===== src/rtl/alu_arbiter.sv =====
// Round-robin arbiter that shares one execute-stage ALU among N requesters.
// Drives a clean clk-aligned ALU capture pulse with operands held stable around it.
module alu_arbiter #(
  parameter int N     = 4,
  parameter int CNT_W = 16
) (
  input  logic              clk,
  input  logic              rst,
  input  logic [N-1:0]      req_valid,
  output logic [N-1:0]      req_ready,
  input  logic [N*32-1:0]   req_a,
  input  logic [N*32-1:0]   req_b,
  input  logic [N*3-1:0]    req_op,
  output logic [N-1:0]      resp_valid,
  input  logic [N-1:0]      resp_ready,
  output logic [31:0]       resp_data,
  output logic              alu_en,
  output logic              alu_pc_en,
  output logic              alu_imm_en,
  output logic [31:0]       alu_pc,
  output logic [31:0]       alu_imm,
  output logic [31:0]       alu_reg_1,
  output logic [31:0]       alu_reg_2,
  output logic [2:0]        alu_aluop,
  input  logic [31:0]       alu_result,
  output logic              busy,
  output logic [CNT_W-1:0]  op_count,
  output logic [1:0]        dbg_state_o
);

  localparam int PTR_W = (N > 1) ? $clog2(N) : 1;

  typedef enum logic [1:0] {
    IDLE  = 2'd0,
    SETUP = 2'd1,
    FIRE  = 2'd2,
    RESP  = 2'd3
  } state_t;

  state_t             state_q, state_d;
  logic [PTR_W-1:0]   rr_ptr_q, rr_ptr_d;
  logic [PTR_W-1:0]   grant_q;
  logic [PTR_W-1:0]   win, cand;
  logic               found;
  logic               accept;
  logic               resp_hs;
  logic               resp_vld_q;
  logic [31:0]        resp_data_q;
  logic [31:0]        reg_1_q, reg_2_q;
  logic [2:0]         aluop_q;
  logic               alu_en_q;
  logic [CNT_W-1:0]   op_count_q;
  logic [31:0]        a_arr  [N];
  logic [31:0]        b_arr  [N];
  logic [2:0]         op_arr [N];

  for (genvar i = 0; i < N; i++) begin : g_unpack
    assign a_arr[i]  = req_a[32*i +: 32];
    assign b_arr[i]  = req_b[32*i +: 32];
    assign op_arr[i] = req_op[3*i +: 3];
  end

  // First valid requester at or after rr_ptr, wrapping modulo N.
  always_comb begin
    found = 1'b0;
    win   = '0;
    cand  = '0;
    for (int k = 0; k < N; k++) begin
      cand = PTR_W'((int'(rr_ptr_q) + k) % N);
      if (!found && req_valid[cand]) begin
        found = 1'b1;
        win   = cand;
      end
    end
  end

  // Handshakes: a transfer happens on the clk edge where valid & ready are both
  // high; req_ready is offered only in IDLE, resp_valid holds until resp_ready.
  assign accept  = (state_q == IDLE) && found;
  assign resp_hs = resp_vld_q && resp_ready[grant_q];

  always_comb begin
    state_d  = state_q;
    rr_ptr_d = rr_ptr_q;
    case (state_q)
      IDLE: begin
        if (accept) begin
          state_d  = SETUP;
          rr_ptr_d = (win == PTR_W'(N - 1)) ? '0 : win + 1'b1;
        end
      end
      SETUP:   state_d = FIRE;
      FIRE:    state_d = RESP;
      RESP:    if (resp_hs) state_d = IDLE;
      default: state_d = IDLE;
    endcase
  end

  always_ff @(posedge clk or negedge rst) begin
    if (!rst) begin
      state_q  <= IDLE;
      rr_ptr_q <= '0;
    end else begin
      state_q  <= state_d;
      rr_ptr_q <= rr_ptr_d;
    end
  end

  always_ff @(posedge clk or negedge rst) begin
    if (!rst) begin
      grant_q     <= '0;
      reg_1_q     <= '0;
      reg_2_q     <= '0;
      aluop_q     <= '0;
      alu_en_q    <= 1'b0;
      op_count_q  <= '0;
      resp_vld_q  <= 1'b0;
      resp_data_q <= '0;
    end else begin
      if (accept) begin
        grant_q <= win;
        reg_1_q <= a_arr[win];
        reg_2_q <= b_arr[win];
        aluop_q <= op_arr[win];
      end
      // Registered so the ALU sees a glitch-free pulse covering the FIRE cycle.
      alu_en_q <= (state_d == FIRE);
      if (state_q == FIRE && op_count_q != '1) begin
        op_count_q <= op_count_q + 1'b1;
      end
      if (state_q == RESP) begin
        if (!resp_vld_q) begin
          resp_vld_q  <= 1'b1;
          resp_data_q <= alu_result;
        end else if (resp_ready[grant_q]) begin
          resp_vld_q  <= 1'b0;
        end
      end
    end
  end

  assign req_ready   = accept ? ({{(N-1){1'b0}}, 1'b1} << win) : '0;
  assign resp_valid  = resp_vld_q ? ({{(N-1){1'b0}}, 1'b1} << grant_q) : '0;
  assign resp_data   = resp_data_q;
  assign alu_en      = alu_en_q;
  assign alu_reg_1   = reg_1_q;
  assign alu_reg_2   = reg_2_q;
  assign alu_aluop   = aluop_q;
  assign alu_pc_en   = 1'b0;
  assign alu_imm_en  = 1'b0;
  assign alu_pc      = '0;
  assign alu_imm     = '0;
  assign busy        = (state_q != IDLE);
  assign op_count    = op_count_q;
  assign dbg_state_o = state_q;

endmodule


===== config.mk =====
export PLATFORM = sky130hd
export DESIGN_NAME = alu_arbiter
export DESIGN_NICKNAME = d
export VERILOG_FILES = /design/src/rtl/alu_arbiter.sv
export SDC_FILE = /design/constraint.sdc
export NUM_CORES = 1
export LEC_CHECK = 0
export ABC_AREA = 1
export BUFFER_PORTS_ARGS = -buffer_cell sky130_fd_sc_hd__buf_4
export CAP_MARGIN = 20
export CORE_AREA = 2 2 196 198
export DETAILED_ROUTE_END_ITERATION = 8
export DIE_AREA = 0 0 198 200
export SETUP_SLACK_MARGIN = 0.02
export SYNTH_ARGS = -nofsm -noshare
export SYNTH_HDL_FRONTEND = slang
export SYNTH_SLANG_ARGS = --single-unit

===== constraint.sdc =====
create_clock -name clk -period 3.9 [get_ports clk]
set_input_delay 0.195 -clock clk [delete_from_list [all_inputs] [get_ports clk]]
set_output_delay 0.195 -clock clk [all_outputs]
set_load 0.02 [all_outputs]

== After elaboration in Yosys (flattened, before gate mapping) ==
Index checks and enable logic that the tools add are counted.
W data, S select, Z words.

* Register bits: 123
* Latch bits: 0
* RAM bits: 0
* Memory bits (read-only): 0
* Output and inout bits: 193
* Logic and storage cells: 79
* Memories kept: 0

* Add/subtract/negate cells: 5
* Multiply operators: 0
* Divide/modulo/power cells: 0
* $lt $le $gt $ge: 6
* Equality and inequality tests: 6
* Shift-type cells: 2
* Multiplexer cells: 35
* Bitwise gates (word level): 2
* Reductions and logical operators: 13

{| class="wikitable"
|+ Operators by type and width
! kind !! count
|-
| $bmux W32 S2 || 2
|-
| $mux W32 || 4
|-
| $add A16 B1 Y16 const B || 1
|-
| $ne A16 B16 Y1 const B || 1
|-
| $lt A2 B3 Y1 const B || 5
|-
| $mux W2 || 7
|-
| $mux W1 || 11
|-
| $bmux W1 S2 || 5
|-
| $eq A2 B2 Y1 const B || 4
|-
| $mux W4 || 2
|-
| $pmux W2 S4 || 1
|-
| $shl A1 B2 Y4 const A || 2
|-
| $bmux W3 S2 || 1
|-
| $logic_and A1 B1 Y1 || 6
|-
| $mux W3 || 2
|-
| $add A2 B1 Y2 const B || 2
|-
| $add A2 B2 Y2 const B || 2
|-
| $reduce_and A2 Y1 || 2
|-
| $ge A3 B3 Y1 const B || 1
|-
| $logic_not A1 Y1 || 3
|-
| $not A2 Y3 || 1
|-
| $eq A2 B1 Y1 const B || 1
|-
| $logic_not A2 Y1 || 1
|-
| $reduce_bool A2 Y1 || 1
|-
| $not A1 Y1 || 1
|}

== Longest topological paths before layout ==
* Word-level depth: 16
* Depth in mapped cells: 17

== Worst setup path before layout ==
Ideal clock, no wire load.

* Kind: reg-to-output
* Start point: reg rr_ptr_q[0]
* End point: out req_ready[3]
* Arrival: 2.060 ns
* Required time: 3.705 ns
* Path slack: 1.645 ns
* Stages on the path, launching flop included: 17
* Cells stage by stage: dfrtp_1 -> buf_6 -> inv_6 -> nand2_1 -> nand3_1 -> nand2_2 -> inv_2 -> nand2_1 -> nand2_2 -> nand3_2 -> buf_4 -> buf_6 -> buf_2 -> inv_1 -> ha_1 -> inv_1 -> nor2_1

* Word-level cells in the longest chain between the ends: 14
* Elaborated cells on any way between the ends: 28
* Classes of those cells: add/sub (3); shift (1); mux (17); reduce/logical (7)

{| class="wikitable"
|+ Ends and longest elaborated chain
! what !! line !! text
|-
| start: declaration || 41 || <nowiki>logic [PTR_W-1:0] rr_ptr_q, rr_ptr_d;</nowiki>
|-
| start signal: assignment || 105 || <nowiki>rr_ptr_q <= rr_ptr_d;</nowiki>
|-
| parallel branches: the longest is 13 deep, another holds $add A2 B1 Y2 || - ||
|-
| $mux W4 (*) || 142 || <nowiki>assign req_ready = accept ? ({{(N-1){1'b0}}, 1'b1} << win) : '0;</nowiki>
|-
| end: declaration || 10 || <nowiki>output logic [N-1:0] req_ready,</nowiki>
|}

Every way passes the cells marked *. The select of a mux whose other input is x is not followed.

== Final worst setup path ==
Ends and elaborated chain as after synthesis.

==> results by group <==
Yosys
  – Top-count cell post-synth: nand2_1
  – Post-Syn Instances: 1274
  – Asr flop ratio synth: 100%
  – Netlist cell types: 30
  – Synth cell count leaders: nand2_1, inv_1, nand3_1
  – Post-synth top area share: 35.2%
  – Synthesized area per cell: 6.86 um2
  – Most used DFF post-synth: dfrtp_1
  – Top cells by area, synth: dfrtp_1, nand2_1, inv_1
  – Number of synthesized flops with an enable pin: 0
  – Synthesis Warnings: 0
  – Register area share after synthesis: 35.2%
  – Cell taking the most area after synthesis: dfrtp_1
  – Seq cells post-synth: 123
  – Synth Cell Area: 8740 um2

Place
  – HPWL after detailed placement: 24.6 mm
  – Post-DP Area: 12200 um2
  – Routability cong.: 0.853
  – # port buffers: 436

Critical path
  – Worst Setup Start Kind: register
  – Setup Crit Path Kind: register to primary output
  – Crit-path slowest cell: dfrtp_1
  – CP endpoint kind: primary output
  – Worst-path cell chain: nand2_1 > nand3_1 > nand2_2 > nor2_4 > nand3_1 > nand3_2 > buf_4 > ha_1 > inv_1 > nor2_1 > buf_4
  – Worst Path Buf+Inv: 3
  – CP Data Arrival Time: 3030 ps
  – Worst path required time: 3700 ps
  – Delay-heaviest family, CP: simple AND/OR/NAND/NOR gates
  – Critical-path maximum fanout: 33
  – Max stage delay on crit path: 610 ps

Global route
  – Gr usage total: 16.3%
  – Vias in the first global route: 9070
  – Initial antenna violation count: 2
  – Global-route wire length before repair: 50.0 mm
  – Largest net degree at the start of global routing: 117
  – Congestion Overflow GR: 0

Finish
  – Area grow syn2layout: 49.8%
  – Nets: 2010
  – Fin area: 13100 um2
  – Layout cells sized above 1: 31.9%

Floorplanning
  – Die Footprint: 39600 um2
  – Starting density of the core: 23.4%
  – Io pins: 503
  – Die W: 198 um
  – Core ar.: 37400 um2
  – Num rows: 71
  – Die Span Y: 200 um

Clocking
  – Resized Gates After CTS: 0
  – Clock-pin transition on the worst setup and hold timing paths: 60 ps
  – CTS tree: yes
  – Htree depth: 4
  – CTS Root Cell: clkbuf_16
  – Max clock buf depth: 2
  – Worst-skew pair later-pin latency: 430 ps
  – Inserted Clock Buffers: 17
  – Post-CTS Repair Setup Buffers: 0
  – CTS sink count: 123

Routing
  – Detailed Route WL: 33.2 mm
  – Wire per inst: 14.9 um
  – Routed Antenna Nets: 0
  – Total iterations of the first detailed-routing run: 5
  – Drt via density: 4.27
  – Number of DRC markers in iteration 0: 327
  – Vias: 9507
  – Residual DRC: 0

Timing
  – # setup viols final: 0
  – RSZ-0062 raised after global routing: false
  – Final Critical Period: 3220 ps
  – Max Slew Vio Count: 0
  – Final Hold Viols: 0
  – Final Skew: 12.0 ps
  – Worst-Margin Slew: 904 ps
  – Setup TNS: 0 ps
  – Slew margin rel.: 39.8%
  – Max Fclk: 310 MHz
  – Tcrit/Tclk final: 82.6%

Worst hold path
  – Hold crit path type: input port to register

Run
  – Max Cap Viol: 0

Power and ir drop
  – PD cells: 840 nW/um2
  – Sw Ratio: 51.1%
  – Seq pwr share: 20.8%
  – Pint: 5.38 mW
  – Max VDD drop: 0.508 mV
  – Clock Power Share: 14.5%
  – Switching power: 5.62 mW
  – Leakage: 7.41 nW
  – Combinational power share: 64.7%

Status
  – Outcome: completed
-- cell usage in the layout, fill, tap and decap left out, types with 2 or more instances in the layout --
cell type / instances
buf_4: 445
nand2_1: 375
inv_1: 239
nand3_1: 150
dfrtp_1: 123
nand4_1: 83
conb_1: 66
mux2_2: 32
dlygate4sd3_1: 32
o211ai_1: 28
nor2_1: 18
clkbuf_16: 17
or2_2: 16
xor2_1: 13
or2_1: 12
nor3_1: 10
o21ai_0: 8
inv_6: 7
inv_2: 5
nand3_4: 4
nand2_2: 3
nor2_4: 3
clkinvlp_4: 3
buf_12: 3
diode_2: 2
nor4_1: 2
xnor2_1: 2
ha_1: 2
clkinv_2: 2
-- flip-flops by register name, summed over array words and instances, names as in the netlist --
name / cells
alu_reg_1: 32
alu_reg_2: 32
resp_data: 32
op_count: 16
alu_aluop: 3
dbg_state_o: 2
grant_q: 2
rr_ptr_q: 2
alu_en: 1
resp_vld_q: 1
-- metal layers --
metal	track usage, %	vias to the layer above	share of wire (%)
li1	-	4717	-
met1	19.6	4343	40
met2	27.4	416	48
met3	5.90	31	9.5
met4	4.57	0	1.7
met5	0	-	0
-- logic make-up (layout without fill, tap and decap cells) --
group,after synthesis,count (layout),synth area share (%)
flip-flops,123,123,35.2
AO/OA/AOI/OAI,37,37,2.93
multiplexers,32,32,4.12
AND/OR/NAND/NOR,678,678,35.5
XOR/XNOR,15,15,1.50
adder cells (fa/ha/maj),2,2,0.286
buffers and inverters,386,758,20.5
other,1,68,0.0429
-- final cells by class --
cell class                      count  area (um2)
Inverter                          245         925
Timing Repair Buffer              481        3730
Clock inverter                     14         135
Sequential cell                   123        3080
Tap cell                          511         639
Antenna cell                        2        5.00
Fill cell                        3964       24300
Clock buffer                       18         439
Multi-Input combinational cell    830        4140
-- power by group through the flow --
stage,sequential [mW],clock (mW),combinational [mW]
6_report,2.29,1.59,7.12
2_1_floorplan,2.90,0,4.19
4_1_cts,2.28,1.65,7.24
3_3_place_gp,2.28,0,7.13
3_5_place_dp,2.30,0,7.19
5_1_grt,2.36,1.70,7.94
-- final timing paths --
path,to,start,slack [ps],depth (start not counted)
worst max-delay path,req_ready[3],rr_ptr_q[0]$_DFFE_PN0P_,680,11
worst min-delay path,resp_data[11]$_DFFE_PN0P_,alu_result[11],20,2
worst max register to register,alu_reg_2[12]$_DFFE_PN0P_,rr_ptr_q[0]$_DFFE_PN0P_,1160,13
worst min register to register,alu_reg_1[30]$_DFFE_PN0P_,alu_reg_1[30]$_DFFE_PN0P_,480,2
max in group asynchronous,resp_data[11]$_DFFE_PN0P_,rst,2650,3
min in group asynchronous,op_count[6]$_DFFE_PN0P_,rst,420,2
-- repair_timing --
item                       in CTS  in global routing
hold endpoints to repair      110                  0
setup endpoints to repair       0                  0
hold buffers                   32                  0
-- metrics by stage --
| step | setup slack, ps | std cells | total power, mW | utilization, % | hold WS (ps) |
|---|---|---|---|---|---|
| 5_1_grt | 402 | 2222 | 12.0 | 35.0 | 15.2 |
| 3_5_place_dp | 1130 | 2158 | 9.48 | 32.6 | 324 |
| 6_report | 677 | 2224 | 11.0 | 35.0 | 22.0 |
| 3_3_place_gp | 1190 | 2158 | 9.41 | 32.6 | 328 |
| 2_1_floorplan | 1650 | 1339 | 7.09 | - | -101 |
| 4_1_cts | 652 | 2222 | 11.2 | 35.0 | 3.06 |
(Power assumes the default switching activity.)
